### src/rtl/instr_fetch.sv
// Instruction fetch unit: owns the fetch PC, keeps one imem read in flight and
// buffers returned words with their PC for decode; redirects flush everything.
module instr_fetch #(
    parameter logic [31:0] RESET_PC = 32'h0000_0000,
    parameter int          DEPTH    = 2
) (
    input  logic        clk,
    input  logic        rst,
    output logic        imem_req,
    output logic [31:0] imem_addr,
    input  logic        imem_gnt,
    input  logic        imem_rvalid,
    input  logic [31:0] imem_rdata,
    output logic [31:0] instr,
    output logic [31:0] instr_pc,
    output logic        instr_valid,
    input  logic        instr_ready,
    input  logic        redirect,
    input  logic [31:0] redirect_pc
);

    localparam int AW = $clog2(DEPTH);
    localparam int CW = AW + 1;
    localparam logic [CW-1:0] DEPTH_C = CW'(DEPTH);

    typedef enum logic [1:0] {
        S_IDLE,
        S_REQ,
        S_WAIT,
        S_DROP
    } state_t;

    state_t        r_state;
    state_t        w_state_next;
    logic [31:0]   r_fetch_pc;
    logic [31:0]   r_req_pc;
    logic [31:0]   r_buf_data [DEPTH];
    logic [31:0]   r_buf_pc   [DEPTH];
    logic [AW-1:0] r_rd_ptr;
    logic [AW-1:0] r_wr_ptr;
    logic [CW-1:0] r_count;
    logic [CW-1:0] w_count_next;
    logic          w_grant;
    logic          w_push;
    logic          w_pop;
    logic          w_credit;

    assign w_grant = (r_state == S_REQ) && imem_gnt;
    assign w_push  = (r_state == S_WAIT) && imem_rvalid && !redirect;
    assign w_pop   = instr_valid && instr_ready && !redirect;

    // Occupancy after this cycle's push/pop; a new request may launch only
    // if it still leaves a free slot for its response.
    always_comb begin
        // NOTE: every signal driven here gets a default first, so no path can infer a latch.
        w_count_next = r_count;
        if (w_push && !w_pop) begin
            w_count_next = r_count + CW'(1);
        end else if (w_pop && !w_push) begin
            w_count_next = r_count - CW'(1);
        end
    end

    assign w_credit = (w_count_next < DEPTH_C);

    always_comb begin
        w_state_next = r_state;
        if (redirect) begin
            case (r_state)
                S_IDLE:  w_state_next = S_REQ;
                S_REQ:   w_state_next = imem_gnt ? S_DROP : S_REQ;
                S_WAIT:  w_state_next = imem_rvalid ? S_REQ : S_DROP;
                default: w_state_next = S_DROP;
            endcase
        end else begin
            case (r_state)
                S_IDLE:  if (w_credit) w_state_next = S_REQ;
                S_REQ:   if (imem_gnt) w_state_next = S_WAIT;
                S_WAIT:  if (imem_rvalid) w_state_next = w_credit ? S_REQ : S_IDLE;
                default: if (imem_rvalid) w_state_next = S_REQ;
            endcase
        end
    end

    // NOTE: sequential state uses non-blocking assignments so every register samples pre-edge values.
    always_ff @(posedge clk or posedge rst) begin
        if (rst) begin
            r_state    <= S_IDLE;
            r_fetch_pc <= RESET_PC;
            r_req_pc   <= '0;
            r_rd_ptr   <= '0;
            r_wr_ptr   <= '0;
            r_count    <= '0;
        end else begin
            r_state <= w_state_next;
            if (redirect) begin
                r_fetch_pc <= redirect_pc & 32'hFFFF_FFFC;
                r_rd_ptr   <= r_wr_ptr;
                r_count    <= '0;
            end else begin
                if (w_grant) begin
                    r_req_pc   <= r_fetch_pc;
                    r_fetch_pc <= r_fetch_pc + 32'd4;
                end
                if (w_push) r_wr_ptr <= r_wr_ptr + AW'(1);
                if (w_pop)  r_rd_ptr <= r_rd_ptr + AW'(1);
                r_count <= w_count_next;
            end
        end
    end

    // NOTE: the buffer is reset because its head drives instr/instr_pc, which must read 0 after reset.
    always_ff @(posedge clk or posedge rst) begin
        if (rst) begin
            for (int i = 0; i < DEPTH; i++) begin
                r_buf_data[i] <= '0;
                r_buf_pc[i]   <= '0;
            end
        end else if (w_push) begin
            r_buf_data[r_wr_ptr] <= imem_rdata;
            r_buf_pc[r_wr_ptr]   <= r_req_pc;
        end
    end

    assign imem_req    = (r_state == S_REQ);
    assign imem_addr   = r_fetch_pc;
    assign instr_valid = (r_count != '0);
    assign instr       = r_buf_data[r_rd_ptr];
    assign instr_pc    = r_buf_pc[r_rd_ptr];

endmodule

### config.mk
export PLATFORM = sky130hd
export DESIGN_NAME = instr_fetch
export DESIGN_NICKNAME = d
export VERILOG_FILES = /design/src/rtl/instr_fetch.sv
export SDC_FILE = /design/constraint.sdc
export NUM_CORES = 1
export LEC_CHECK = 0
export ABC_AREA = 1
export CORE_MARGIN = 4
export CORE_UTILIZATION = 30
export CTS_BUF_LIST = sky130_fd_sc_hd__clkbuf_2 sky130_fd_sc_hd__clkbuf_4 sky130_fd_sc_hd__clkbuf_8
export CTS_CLUSTER_DIAMETER = 30
export CTS_CLUSTER_SIZE = 20
export DETAILED_ROUTE_END_ITERATION = 12
export DONT_BUFFER_PORTS = 1
export HOLD_SLACK_MARGIN = 0.05
export PLACE_DENSITY = 0.43
export SLEW_MARGIN = 10
export SYNTH_ARGS = -nofsm -noshare
export SYNTH_HDL_FRONTEND = slang
export SYNTH_SLANG_ARGS = --single-unit
### constraint.sdc
create_clock -name clk -period 7.05 [get_ports clk]
set_input_delay 1.0575 -clock clk [delete_from_list [all_inputs] [get_ports clk]]
set_output_delay 1.0575 -clock clk [all_outputs]
set_load 0.005 [all_outputs]
==> out/metrics.csv <==
metric,value,unit
muxShareOfSynthArea,0,
cts_max_path_buffers,2,
cts.sinks,190,
syn_area_per_cell,7.51,um2
reg2reg_setup_slack,4.63,ns
slew_headroom,0.367,
cts.hold.buffers_added,0,
diodes,0,
drv_cap,0,
crit_fanout,33,
area_delta_synth_final,7.44,%
vias,7198,
placed_area,9290,um2
tightest_slew,0.949,ns
die_width,182,um
p_per_area,364,nW/um2
final_common_cell,nand2_1,
worstReg2RegStart,r_state[1],
wl,25000,um
hpwl,16500,um
clock_latency,0.47,ns
worstPathArrival,2.15,ns
max_stage_delay,0.51,ns
synth_xor_area_frac,0.00485,
drive_above_1_share,0.0489,
antenna_found_initial,0,
cp_common_cell,nand2_1,
gp_congestion,0.877,
worstSetupPathType,reg2out,
finalCritPeriodShare,0.455,
required,5.99,ns
tns,0,ns
synth_top_family_by_area,simple AND/OR/NAND/NOR gates,
layout.nets,1244,
vdd_drop_max,0.000183,V
seq_area_frac_synth,0.526,
routedWlPerCell,15.9,um
finalCriticalPeriod,3.21,ns
final_antenna_net_count,0,
worstSetupEndpoint,instr[2],
fmax,311,MHz
hold_violations,0,
synth_compound_area_frac,0.109,
cts_max_level,4,
rows,63,
ys_ff_latch,190,
crit_chain,inv_2 > buf_4 > nand2_1 > nand2_1,
hold_slack,0.481,ns
cts_setup_buffers,0,
coreArea,29600,um2
final_cell_count_no_fill,1575,
ctsResizeCount,0,
die_y,182,um
initial_core_util,0.305,
synth_warnings,0,
status,completed,
yosys.area_share.adder,0.00277,
drc,0,
slew_viol_final,0,
crit_slowest_cell,buf_4,
dp.cells,1543,
skew,0.0205,ns
drt_first_pass_iters,4,
routed_via_density,4.57,
reg2regPathDepth,8,
io_pins,168,
clk_pin_slew,0.11,ns
grt_pass1_vias,7080,
power,3.53,mW
synth.distinct_cells,30,
port_buffers,0,
synth_simple_gate_area_frac,0.274,
cts_tree,done,
dieArea,33000,um2
gr-total-overflow,0,
worstSetupStartpointType,flop,
cp-end-kind,primary output,
grt_usage,0.154,
startpoint,r_rd_ptr,
syn_inst,1203,
numCtsBuffers,17,
rsz0062_at_grt,no,
grt_max_degree,121,
drt-initial-drc-count,475,
fin_area,9710,um2
whs_path_depth,1,
rr_endpoint,imem_addr[2],
p_leak,4.87,nW
syn-cell-area,9030,um2
final_cell_mix,"504 x nand2_1, 189 x dfrtp_1, 120 x o21ai_0",
clockRootBuffer,clkbuf_8,
grt_first_pass_wirelength,40800,um
setup_violations,0,
hp-class,reg2reg,
==> per-layer routing <==
metal | vias to the layer above | GRT usage | share of wire
met1 | 3342 | 0.220 | 0.50
li1 | 3666 | - | -
met4 | 0 | 0.0336 | 0.0089
met2 | 179 | 0.235 | 0.44
met3 | 11 | 0.0437 | 0.058
met5 | - | 0 | 0
==> power breakdown <==
group / internal (mW) / switching, mW / total [mW] / leakage (nW)
clock network: 0.352 / 0.418 / 0.770 / 0.204
registers: 1.48 / 0.278 / 1.76 / 2.47
logic: 0.310 / 0.692 / 1.00 / 2.20
==> Yosys cell counts <==
master | count | area [um2]
a21oi_1 | 14 | 70.1
a31oi_1 | 2 | 12.5
buf_1 | 1 | 3.75
buf_2 | 14 | 70.1
buf_4 | 4 | 30.0
buf_6 | 7 | 78.8
clkbuf_1 | 33 | 124
clkbuf_2 | 1 | 5.00
conb_1 | 1 | 3.75
dfrtp_1 | 190 | 4750
ha_1 | 2 | 25.0
inv_1 | 108 | 405
inv_2 | 7 | 26.3
nand2_1 | 505 | 1900
nand2_2 | 1 | 6.26
nand3_1 | 41 | 205
nand3_2 | 1 | 10.0
nand4_1 | 2 | 12.5
nor2_1 | 84 | 315
nor2_2 | 2 | 12.5
nor2_4 | 1 | 11.3
o211a_1 | 1 | 10.0
o211ai_1 | 1 | 7.51
o21ai_0 | 120 | 601
o21ai_1 | 48 | 240
o21ai_2 | 3 | 26.3
o22ai_1 | 2 | 12.5
o311ai_1 | 1 | 8.76
or2_1 | 1 | 6.26
xor2_1 | 5 | 43.8
==> final cells by class <==
type / instances / area (um2)
flip-flops and latches: 190 / 4760
multi-input cells: 841 / 3560
well taps: 390 / 488
repair buffers: 7 / 52.6
clock inverters: 11 / 130
clock buffers: 21 / 283
fillers: 3309 / 19900
inverters: 115 / 439
==> worst max-delay path: cells and delay by family (launching register included) <==
| kind | cells | cell delay (ns) |
|---|---|---|
| buffers and inverters | 2 | 0.99 |
| DFF | 1 | 0.42 |
| and+or+nand+nor | 2 | 0.23 |
==> flip-flops by register name (all words and copies together) (netlist names) <==
signal / flops
imem_addr: 30
r_state: 2
r_rd_ptr: 1
r_buf_pc: 60
r_req_pc: 30
r_buf_data: 64
r_wr_ptr: 1
r_count: 2
==> worst min-delay path by stage <==
| stage | startpoint | to | slack, ns |
|---|---|---|---|
| floorplan | r_count[0] | r_count[0] | 0.43 |
| global placement | r_buf_data[60] | r_buf_data[60] | 0.47 |
| detailed placement | r_count[0] | r_count[0] | 0.47 |
| CTS | r_count[0] | r_count[0] | 0.48 |
| global route | r_count[0] | r_count[0] | 0.51 |
| finish | r_count[0] | r_count[0] | 0.48 |
==> cells by family after synthesis <==
family,Yosys count
and+or+nand+nor,638
AOI/OAI and AO/OA,192
DFF,190
buffers and inverters,175
xor gates and xnor gates,5
adders and majority gates,2
other,1
==> per-stage QoR <==
step | worst slack [ns] | util
floorplan | 0.822 | -
global placement | 3.87 | 0.314
detailed placement | 3.86 | 0.314
CTS | 3.75 | 0.327
global route | 3.60 | 0.327
finish | 3.84 | 0.327
(Power assumes the default switching activity.)
